File: src/rtl/forward_hazard_unit_if.sv
// Interface bundling the ID-stage request and the hazard/forward responses of forward_hazard_unit.
// StallCount/FwdCount exist only when FWD_STATS_EN is defined.
interface forward_hazard_unit_if #(
    parameter int REG_AW = 5
`ifdef FWD_STATS_EN
    ,
    parameter int CNT_W  = 32
`endif
);
    logic              ID_Valid;
    logic [REG_AW-1:0] ID_Src1;
    logic [REG_AW-1:0] ID_Src2;
    logic              ID_UsesSrc2;
    logic [REG_AW-1:0] ID_Dest;
    logic              ID_WB_En;
    logic              ID_MemRead;
    logic              Flush;
    logic              Stall;
    logic [1:0]        forwardOp1;
    logic [1:0]        forwardOp2;
`ifdef FWD_STATS_EN
    logic [CNT_W-1:0]  StallCount;
    logic [CNT_W-1:0]  FwdCount;
`endif

    // The pipeline control logic drives the ID fields; the hazard unit answers.
    modport master (
        output ID_Valid, ID_Src1, ID_Src2, ID_UsesSrc2, ID_Dest, ID_WB_En, ID_MemRead, Flush,
        input  Stall, forwardOp1, forwardOp2
`ifdef FWD_STATS_EN
        , input StallCount, FwdCount
`endif
    );

    modport slave (
        input  ID_Valid, ID_Src1, ID_Src2, ID_UsesSrc2, ID_Dest, ID_WB_En, ID_MemRead, Flush,
        output Stall, forwardOp1, forwardOp2
`ifdef FWD_STATS_EN
        , output StallCount, FwdCount
`endif
    );
endinterface

File: src/rtl/forward_hazard_unit.sv
// Load-use stall detection and registered EX operand forward selects, driven by a shadow tag pipeline.
// Define FWD_STATS_EN to add the StallCount/FwdCount statistics counters.
module forward_hazard_unit #(
    parameter int REG_AW   = 5,
    parameter int ZERO_REG = 0
`ifdef FWD_STATS_EN
    ,
    parameter int CNT_W    = 32
`endif
) (
    input logic                  clk,
    input logic                  rst_n,
    forward_hazard_unit_if.slave bus
);

    typedef struct packed {
        logic              valid;
        logic [REG_AW-1:0] dest;
        logic              wb_en;
        logic              mem_read;
    } tag_t;

    typedef enum logic [1:0] {
        SEL_RF  = 2'b00,
        SEL_WB  = 2'b01,
        SEL_EXM = 2'b10
    } fwd_sel_e;

    localparam logic [REG_AW-1:0] ZERO_IDX = REG_AW'(ZERO_REG);

    tag_t              id_tag;
    tag_t              ex_tag;
    logic              mem_valid;
    logic [REG_AW-1:0] mem_dest;
    logic              mem_wb_en;

    logic     ex_hits_src1;
    logic     ex_hits_src2;
    logic     mem_hits_src1;
    logic     mem_hits_src2;
    logic     stall;
    logic     advance;
    fwd_sel_e next_op1;
    fwd_sel_e next_op2;
    fwd_sel_e load_op1;
    fwd_sel_e load_op2;
    fwd_sel_e fwd_op1_q;
    fwd_sel_e fwd_op2_q;

    // The WB stage is not kept: a producer reaches WB only after the selects needing it were
    // already taken from MEM, and the MEM stage never needs mem_read.
    always_comb begin
        ex_hits_src1  = ex_tag.valid && ex_tag.wb_en && (ex_tag.dest != ZERO_IDX)
                        && (ex_tag.dest == bus.ID_Src1);
        ex_hits_src2  = ex_tag.valid && ex_tag.wb_en && (ex_tag.dest != ZERO_IDX)
                        && (ex_tag.dest == bus.ID_Src2);
        mem_hits_src1 = mem_valid && mem_wb_en && (mem_dest != ZERO_IDX)
                        && (mem_dest == bus.ID_Src1);
        mem_hits_src2 = mem_valid && mem_wb_en && (mem_dest != ZERO_IDX)
                        && (mem_dest == bus.ID_Src2);
    end

    // A load in EX cannot supply its data to the next instruction yet; Flush overrides the hazard.
    always_comb begin
        stall   = 1'b0;
        advance = 1'b0;
        if (bus.ID_Valid && !bus.Flush && ex_tag.mem_read
            && (ex_hits_src1 || (bus.ID_UsesSrc2 && ex_hits_src2))) begin
            stall = 1'b1;
        end
        advance = bus.ID_Valid && !stall && !bus.Flush;
    end

    // The youngest producer wins, so the EX tag is checked before the MEM tag.
    always_comb begin
        next_op1 = SEL_RF;
        next_op2 = SEL_RF;
        if (ex_hits_src1) begin
            next_op1 = SEL_EXM;
        end else if (mem_hits_src1) begin
            next_op1 = SEL_WB;
        end
        if (bus.ID_UsesSrc2) begin
            if (ex_hits_src2) begin
                next_op2 = SEL_EXM;
            end else if (mem_hits_src2) begin
                next_op2 = SEL_WB;
            end
        end
        load_op1 = advance ? next_op1 : SEL_RF;
        load_op2 = advance ? next_op2 : SEL_RF;
    end

    always_comb begin
        id_tag          = '0;
        id_tag.valid    = 1'b1;
        id_tag.dest     = bus.ID_Dest;
        id_tag.wb_en    = bus.ID_WB_En;
        id_tag.mem_read = bus.ID_MemRead;
    end

    // MEM always follows EX; EX takes the ID instruction only when it really advances.
    always_ff @(posedge clk or negedge rst_n) begin
        if (!rst_n) begin
            ex_tag    <= '0;
            mem_valid <= 1'b0;
            mem_dest  <= '0;
            mem_wb_en <= 1'b0;
            fwd_op1_q <= SEL_RF;
            fwd_op2_q <= SEL_RF;
        end else begin
            mem_valid <= ex_tag.valid;
            mem_dest  <= ex_tag.dest;
            mem_wb_en <= ex_tag.wb_en;
            ex_tag    <= advance ? id_tag : '0;
            fwd_op1_q <= load_op1;
            fwd_op2_q <= load_op2;
        end
    end

    assign bus.Stall      = stall;
    assign bus.forwardOp1 = fwd_op1_q;
    assign bus.forwardOp2 = fwd_op2_q;

`ifdef FWD_STATS_EN
    logic [CNT_W-1:0] stall_count;
    logic [CNT_W-1:0] fwd_count;

    // Counters wrap naturally at 2^CNT_W.
    always_ff @(posedge clk or negedge rst_n) begin
        if (!rst_n) begin
            stall_count <= '0;
            fwd_count   <= '0;
        end else begin
            stall_count <= stall_count + CNT_W'(stall);
            fwd_count   <= fwd_count + CNT_W'(load_op1 != SEL_RF) + CNT_W'(load_op2 != SEL_RF);
        end
    end

    assign bus.StallCount = stall_count;
    assign bus.FwdCount   = fwd_count;
`endif

endmodule

File: src/flat_wrapper.sv
// flat-port wrapper written by rule: the top's interface ports become plain ports
module forward_hazard_unit_flat 
#(
    parameter int REG_AW   = 5,
    parameter int ZERO_REG = 0

)
  (clk, rst_n, bus_ID_Valid, bus_ID_Src1, bus_ID_Src2, bus_ID_UsesSrc2, bus_ID_Dest, bus_ID_WB_En, bus_ID_MemRead, bus_Flush, bus_Stall, bus_forwardOp1, bus_forwardOp2);
  forward_hazard_unit_if #(.REG_AW(REG_AW)) bus_i ();
  input logic clk;
  input logic rst_n;
  input wire logic [$bits(bus_i.ID_Valid)-1:0] bus_ID_Valid;
  input wire logic [$bits(bus_i.ID_Src1)-1:0] bus_ID_Src1;
  input wire logic [$bits(bus_i.ID_Src2)-1:0] bus_ID_Src2;
  input wire logic [$bits(bus_i.ID_UsesSrc2)-1:0] bus_ID_UsesSrc2;
  input wire logic [$bits(bus_i.ID_Dest)-1:0] bus_ID_Dest;
  input wire logic [$bits(bus_i.ID_WB_En)-1:0] bus_ID_WB_En;
  input wire logic [$bits(bus_i.ID_MemRead)-1:0] bus_ID_MemRead;
  input wire logic [$bits(bus_i.Flush)-1:0] bus_Flush;
  output wire logic [$bits(bus_i.Stall)-1:0] bus_Stall;
  output wire logic [$bits(bus_i.forwardOp1)-1:0] bus_forwardOp1;
  output wire logic [$bits(bus_i.forwardOp2)-1:0] bus_forwardOp2;
  assign bus_i.ID_Valid = bus_ID_Valid;
  assign bus_i.ID_Src1 = bus_ID_Src1;
  assign bus_i.ID_Src2 = bus_ID_Src2;
  assign bus_i.ID_UsesSrc2 = bus_ID_UsesSrc2;
  assign bus_i.ID_Dest = bus_ID_Dest;
  assign bus_i.ID_WB_En = bus_ID_WB_En;
  assign bus_i.ID_MemRead = bus_ID_MemRead;
  assign bus_i.Flush = bus_Flush;
  assign bus_Stall = bus_i.Stall;
  assign bus_forwardOp1 = bus_i.forwardOp1;
  assign bus_forwardOp2 = bus_i.forwardOp2;
  forward_hazard_unit #(.REG_AW(REG_AW), .ZERO_REG(ZERO_REG)) u_core (.clk(clk), .rst_n(rst_n), .bus(bus_i));
endmodule
File: config.mk
export PLATFORM = sky130hd
export DESIGN_NAME = forward_hazard_unit_flat
export DESIGN_NICKNAME = d
export VERILOG_FILES = /design/src/rtl/forward_hazard_unit_if.sv /design/src/rtl/forward_hazard_unit.sv /design/src/flat_wrapper.sv
export SDC_FILE = /design/constraint.sdc
export NUM_CORES = 1
export LEC_CHECK = 0
export BUFFER_PORTS_ARGS = -buffer_cell sky130_fd_sc_hd__buf_2
export CELL_PAD_IN_SITES_DETAIL_PLACEMENT = 0
export CELL_PAD_IN_SITES_GLOBAL_PLACEMENT = 2
export CORE_MARGIN = 8
export CORE_UTILIZATION = 33
export CTS_CLUSTER_SIZE = 40
export DETAILED_ROUTE_END_ITERATION = 8
export PLACE_DENSITY_LB_ADDON = 0.1
export RECOVER_POWER = 25
export SYNTH_ARGS = -nofsm -noshare
export SYNTH_HDL_FRONTEND = slang
export SYNTH_SLANG_ARGS = --single-unit
export TNS_END_PERCENT = 30
File: constraint.sdc
create_clock -name clk -period 2.62 [get_ports clk]
set_input_delay 0.262 -clock clk [delete_from_list [all_inputs] [get_ports clk]]
set_output_delay 0.262 -clock clk [all_outputs]
set_load 0.03 [all_outputs]
## Word-level counts from Yosys, hierarchy flattened

Cells that the tools add are included.

- Logic and storage cells: 41
- Memories: 0
- Memory bits (read-only): 0
- Bits in latches: 0
- Output and inout bits: 5
- RAM bits: 0
- Input bits: 22
- Flip-flop bits (word level): 19

- Equal/unequal tests: 4
- Reductions and logical operators: 19
- Multipliers: 0
- $lt $le $gt $ge: 0
- Div/mod/pow operators: 0
- Bitwise logic cells: 0
- Add/sub/neg operators: 0
- Muxes and demuxes: 9
- Shift operators: 0

Operator list:

| cell | count |
|---|---|
| equality test 5 bit | 4 |
| logical AND 1 bit | 14 |
| two-way mux 2 bit | 5 |
| nonzero test 5 bit | 2 |
| two-way mux 8 bit | 1 |
| two-way mux 1 bit | 3 |
| logical NOT 1 bit | 2 |
| logical OR 1 bit | 1 |

## Depth between registers and ports, before layout

Gate-level depths: netlist of the first run.

- Word-level depth: 11
- Depth in mapped cells: 5
- Gate-level depth less buffers: 5

## Least setup slack after synthesis of the first run

No wires, ideal clock.

- Path kind: reg-to-output
- From: reg u_core.ex_tag[6] (netlist name)
- To: out bus_Stall
- Cell stages (with the launch flop): 5
- Buffers on the path: 0
- Data required time: 2.358 ns
- Arrival: 1.591 ns
- Slack: 0.767 ns
- Cells stage by stage: dfrtp_1 > xor2_1 > nor4_4 > nand4_4 > a21oi_1

- Word-level cells in the longest chain between the ends: 7
- Elaborated cells between the ends (all ways): 10
- Classes of those cells: eq/ne: 2; mux: 1; reduce/logical: 7

RTL lines:

| what | line | RTL |
|---|---|---|
| start, declared | forward_hazard_unit.sv:32 | `tag_t ex_tag;` |
| start signal, assigned | forward_hazard_unit.sv:115 | `ex_tag <= advance ? id_tag : '0;` |
| nonzero test 5 bit | forward_hazard_unit.sv:53, forward_hazard_unit.sv:55 |  |
| logical AND 1 bit | forward_hazard_unit.sv:53, forward_hazard_unit.sv:55 |  |
| logical AND 1 bit | forward_hazard_unit.sv:56 | `&& (ex_tag.dest == bus.ID_Src2);` |
| logical AND 1 bit | forward_hazard_unit.sv:68 | `&& (ex_hits_src1 \|\| (bus.ID_UsesSrc2 && ex_hits_src2))) begin` |
| logical OR 1 bit * | forward_hazard_unit.sv:68 |  |
| logical AND 1 bit * | forward_hazard_unit.sv:68 |  |
| two-way mux 1 bit * | forward_hazard_unit.sv:67 | `if (bus.ID_Valid && !bus.Flush && ex_tag.mem_read` |
| end, declared | flat_wrapper.sv:20 | `output wire logic [$bits(bus_i.Stall)-1:0] bus_Stall;` |

Mark *: on every way between the ends. The rest lies on a longest branch, timed or not.

## Worst setup path after layout of the first run

Ends and elaborated chain as after synthesis.

==> flow_summary.yaml, run 1 <==
power_and_ir_drop:
  combPwrFrac_pct: 13.9
  p_seq_share_pct: 59.3
  ir_drop_mv: 0.221
  p_per_area_nw_per_um2: 468
  switching_power_uw: 131
  switching_share_pct: 24.9
  internal_power_uw: 395
  p_leak_nw: 0.572
  p_clk_share_pct: 26.8
grt:
  grt_max_degree: 20
  first_global_vias: 748
  track_usage_pct: 9.70
  antenna_found_initial: 0
  grt_pass1_wl_um: 3400
  gr-total-overflow: 0
logic_synthesis:
  ys_types: 21
  synth_area_per_cell_um2: 11.3
  ys_seq_elements: 19
  netlist_area_um2: 917
  async_flop_share_pct: 100
  yosysSeqAreaShare_pct: 51.8
  ys.warnings.count: 0
  synth_flop_cell: "dfrtp_1"
  syn_nets: 103
  synthCells: 81
  synth_edf_count: 0
cts:
  clk_pin_slew_worst_paths_ns: 0.10
  clock-root-buffer: "clkbuf_4"
  cts_setup_buffers: 0
  cts_buffers: 3
  cts_num_sinks: 19
  h-tree-depth: 1
  cts_tree: "done"
  cts_resized: 0
  insertion_delay_ns: 0.28
  postCtsHoldBufs: 1
  cts_max_path_buffers: 2
placed_design:
  hpwl_um: 1720
  globalplace.congestion: 0.761
  io_buffers: 26
  postPlaceCellArea_um2: 1090
drt:
  drt_wl_total_um: 2070
  drt-vias-per-instance: 4.55
  drc_errors: 0
  dr_total_vias: 651
  drt_iter0_markers: 9
  ant_nets: 0
  drt-pass1-iter-count: 3
  routedWlPerCell_um: 14.5
die:
  row_count: 19
  coreArea_um2: 2690
  dieArea_um2: 4720
  initial_core_util_pct: 34.1
  fp.dieW_um: 68.7
  io_pins: 27
  fp.dieH_um: 68.7
timing:
  worstMarginPinSlew_ns: 1.04
  period_share_pct: 79.8
  final_max_slew_viol_count: 0
  hold_slack_ns: 0.170
  fmax_ghz: 0.479
  rsz0062_at_grt: "false"
  final.min_clock_period_ns: 2.09
  max_slew_margin_pct: 30.9
  fin_skew_ns: 0.00283
  setup_violations: 0
  hold_violations: 0
  final.setup.tns_ns: 0
finish:
  final_common_cell: "buf_2"
  n_antenna_cell: 0
  nets: 135
  num-fill-cells: 285
  layout_common_cells: "buf_2 (25), dfrtp_1 (19), xor2_1 (14)"
  multi_input_area_um2: 437
  register_area_um2: 475
  layout-drive-gt1-share_pct: 30.4
  syn2layout_area_growth_pct: 22.5
  finalInstanceArea_um2: 1120
critical_path:
  crit_arrival_ns: 1.83
  crit_path_start_kind: "flop"
  cp_max_fo: 4
  cp-end-kind: "primary output"
  criticalPathCategory: "flop to primary output"
  cp.required_ns: 2.36
run_status:
  outcome: "finished, final reports clean"
run:
  max_cap_violations: 0
worst_hold_path:
  hold_class: "input pin to flop"
## logic make-up after synthesis
family                    after synthesis  share of synthesized area (%)
and+or+nand+nor                        37                           23.9
DFF                                    19                           51.8
buffers and inverters                   1                          0.545
xor gates and xnor gates               20                           19.1
AOI/OAI and AO/OA                       4                           4.64
## per-stage QoR
step	power [mW]	worst slack (ns)	cells	utilization [%]
2_1_floorplan	0.354	0.767	81	-
3_3_place_gp	0.391	0.877	138	40.5
3_5_place_dp	0.391	0.853	138	40.5
4_1_cts	0.538	0.513	143	41.9
5_1_grt	0.557	0.395	143	41.8
6_report	0.525	0.530	143	41.8
## synthesized netlist by cell type, types with 2 or more instances
library cell  instances  share of area (%)
nand3_1               2                1.1
nor2_1               10                4.1
xnor2_1               6                5.7
nand2_1               9                3.7
nor3_1                3                1.6
nor4_1                3                2.0
xor2_1               14                 13
and3_1                3                2.0
dfrtp_1              19                 52
## layer usage
metal	routed length, um	track usage (%)	vias up	part of all wire, %
met5	0	0	-	0
li1	-	-	335	-
met2	964	14.9	17	47
met1	951	12.5	297	46
met3	141	3.07	2	6.8
met4	13	3.76	0	0.63
## final timing paths
path                                  start                 end  slack (ns)  cells after the start
max reg2reg                u_core.ex_tag[6]    u_core.ex_tag[4]        1.00                      5
min                            bus_ID_WB_En    u_core.ex_tag[1]        0.17                      3
max in group asynchronous             rst_n    u_core.ex_tag[3]        1.34                      2
min in group asynchronous             rst_n  u_core.mem_dest[1]        0.66                      2
min reg2reg                u_core.ex_tag[7]    u_core.mem_valid        0.40                      0
max                        u_core.ex_tag[6]           bus_Stall        0.53                      5
## worst max-delay path, stage by stage (launching register included)
cell and delay, ns:
dfrtp_1 0.43, xor2_1 0.20, nor4_4 0.36, nand4_4 0.18, a21oi_1 0.16, buf_2 0.22
## registers in the layout (all words and copies together), names as in the netlist
name	cells
u_core.mem_valid	1
u_core.bus.forwardOp1	2
u_core.mem_wb_en	1
u_core.bus.forwardOp2	2
u_core.mem_dest	5
u_core.ex_tag	8
## power by group through the flow
stage / combinational (mW) / clock [mW] / sequential, mW
4_1_cts: 0.0752 / 0.151 / 0.312
3_5_place_dp: 0.0738 / 0 / 0.317
5_1_grt: 0.0815 / 0.163 / 0.313
6_report: 0.0732 / 0.141 / 0.311
2_1_floorplan: 0.0384 / 0 / 0.315
3_3_place_gp: 0.0732 / 0 / 0.317
## layout make-up
type / instances / share of cell area, %
Tap cell: 31 / 3.45
Timing Repair Buffer: 28 / 13.0
Multi-Input combinational cell: 61 / 38.9
Sequential cell: 19 / 42.3
Clock buffer: 4 / 2.34
No activity file was read; power rests on OpenSTA's default activity.
==> run 2, diff against run 1 <==
--- a/config.mk
+++ b/config.mk
@@ -9,7 +9,7 @@
 export CELL_PAD_IN_SITES_DETAIL_PLACEMENT = 0
 export CELL_PAD_IN_SITES_GLOBAL_PLACEMENT = 2
 export CORE_MARGIN = 8
-export CORE_UTILIZATION = 33
+export CORE_UTILIZATION = 31
 export CTS_CLUSTER_SIZE = 40
 export DETAILED_ROUTE_END_ITERATION = 8
 export PLACE_DENSITY_LB_ADDON = 0.1
==> constraint.sdc (replaced) <==
create_clock -name clk -period 2.05 [get_ports clk]
set_input_delay 0.205 -clock clk [delete_from_list [all_inputs] [get_ports clk]]
set_output_delay 0.205 -clock clk [all_outputs]
set_load 0.03 [all_outputs]
==> flow_summary.yaml, run 2 (synthesis gave the netlist of run 1 again) <==
run_status:
  outcome: "finished, final reports clean"
finish:
  top_register: "u_core.ex_tag"
  layout_common_cells: "buf_2 (25), dfrtp_1 (17), xor2_1 (12)"
  num-fill-cells: 287
  register_area_um2: 478
  final_util_pct: 43.4
  syn2layout_area_growth_pct: 31.5
  largest_reg_flops: 8
  multi_input_area_um2: 455
  nets: 142
  top_regs: "u_core.ex_tag (8), u_core.mem_dest (5)"
  final_common_cell: "buf_2"
  n_antenna_cell: 0
  layout-drive-gt1-share_pct: 40.3
die:
  row_count: 19
  io_pins: 27
  fp.dieH_um: 70.4
  fp.dieW_um: 70.4
  initial_core_util_pct: 33.0
  dieArea_um2: 4950
  coreArea_um2: 2780
timing:
  final.min_clock_period_ns: 1.96
  hold_violations: 0
  worstMarginPinSlew_ns: 0.413
  setup_violations: 0
  period_share_pct: 95.7
  rsz0062_at_grt: "true"
  fmax_ghz: 0.510
  max_slew_margin_pct: 72.4
  fin_skew_ns: 0.00206
  final_max_slew_viol_count: 0
grt:
  first_global_vias: 775
  grt_pass1_wl_um: 3480
  antenna_found_initial: 0
  gr-total-overflow: 0
  track_usage_pct: 8.61
  grt_max_degree: 20
drt:
  drt_iter0_markers: 16
  dr_total_vias: 690
  drt_wl_total_um: 2070
  routedWlPerCell_um: 13.8
  drc_errors: 0
  drt-pass1-iter-count: 4
  drt-vias-per-instance: 4.60
  ant_nets: 0
critical_path:
  critPathMaxStageDelay_ns: 0.45
  cp-startpoint: "u_core.ex_tag[2]"
  cp.buffers_inverters: 1
  crit_family: "simple AND/OR/NAND/NOR gates"
  cp_max_fo: 4
  crit_path_start_kind: "flop"
  cp-end-kind: "primary output"
  cp_slowest_cell: "dfrtp_2"
  criticalPathCategory: "flop to primary output"
  cp.required_ns: 1.85
  reg2reg_from: "u_core.ex_tag[2]"
  path_cells: "xor2_2 -> nor4_4 -> nand4_4 -> a21oi_2 -> buf_6"
  crit_arrival_ns: 1.76
cts:
  cts_num_sinks: 19
  insertion_delay_ns: 0.29
  clk_pin_slew_worst_paths_ns: 0.11
  cts_buffers: 3
  h-tree-depth: 1
  cts_tree: "done"
  cts_max_path_buffers: 2
  clock-root-buffer: "clkbuf_4"
placed_design:
  globalplace.congestion: 0.795
  io_buffers: 26
  hpwl_um: 1700
power_and_ir_drop:
  ir_drop_mv: 0.314
  p_leak_nw: 0.612
  power_uw: 679
  p_per_area_nw_per_um2: 563
worst_hold_path:
  min_from: "bus_ID_WB_En"
  hold_class: "input pin to flop"
run:
  max_cap_violations: 0
-- run 2: cell count changes in the layout (fill, tap and decap cells not counted) --
| cell | delta |
|---|---|
| buf_4 | +7 |
| clkbuf_1 | -2 |
| dfrtp_1 | -2 |
| dfrtp_2 | +2 |
| xor2_1 | -2 |
| xor2_2 | +2 |
| a21oi_1 | -1 |
| a21oi_2 | +1 |
| buf_6 | +1 |
| clkinv_2 | +1 |
-- run 2: area by class of cell --
class | count | share of cell area, %
repair buffers | 35 | 17.1
clock inverters | 1 | 0.415
clock buffers | 3 | 1.87
well taps | 31 | 3.22
flip-flops and latches | 19 | 39.6
multi-input cells | 61 | 37.8
-- run 2: final timing paths --
check	endpoint	slack [ns]	cells after the start
setup reg to reg	u_core.ex_tag[2]	0.31	6
min in group asynchronous	u_core.ex_tag[2]	0.38	2
setup / recovery	bus_Stall	0.09	5
hold / removal	u_core.ex_tag[1]	0.11	3
max in group asynchronous	u_core.ex_tag[5]	1.36	2
hold reg to reg	u_core.mem_wb_en	0.40	0
-- run 2: per-layer routing --
layer  part of all wire [%]  up-vias  track usage (%)
met5                      0        -                0
li1                       -      350                -
met2                     47       19             13.8
met4                    1.7        0             5.36
met1                     48      319             10.4
met3                    3.4        2             1.41
-- run 2: repair_timing --
action                     in CTS  in global routing
hold endpoints to repair       19                  0
setup endpoints to repair       0                  1
setup buffers                   0                  7
gates resized for setup         0                  8
hold buffers                    1                  0
-- run 2: worst min-delay path, cell delays in order --
cell and delay (ns):
buf_2 0.09, nand2_1 0.04, nor2_1 0.03
-- run 2: through the flow --
stage	cells	area, um^2	worst slack, ns	hold WS, ns	TNS, ns
finish	150	1210	0.0888	0.110	0
global route	150	1210	-0.0302	0.107	-0.0302
CTS	143	1130	0.00621	0.101	0
detailed placement	138	1090	0.344	0.161	0
global placement	138	1090	0.364	0.165	0
floorplan	81	917	0.254	-0.0906	0
-- run 2: power breakdown --
part | internal (mW) | leakage (nW) | switching, mW
sequential | 0.387 | 0.254 | 0.0119
combinational | 0.0467 | 0.340 | 0.0516
clock | 0.0724 | 0.0177 | 0.110
total | 0.506 | 0.612 | 0.173
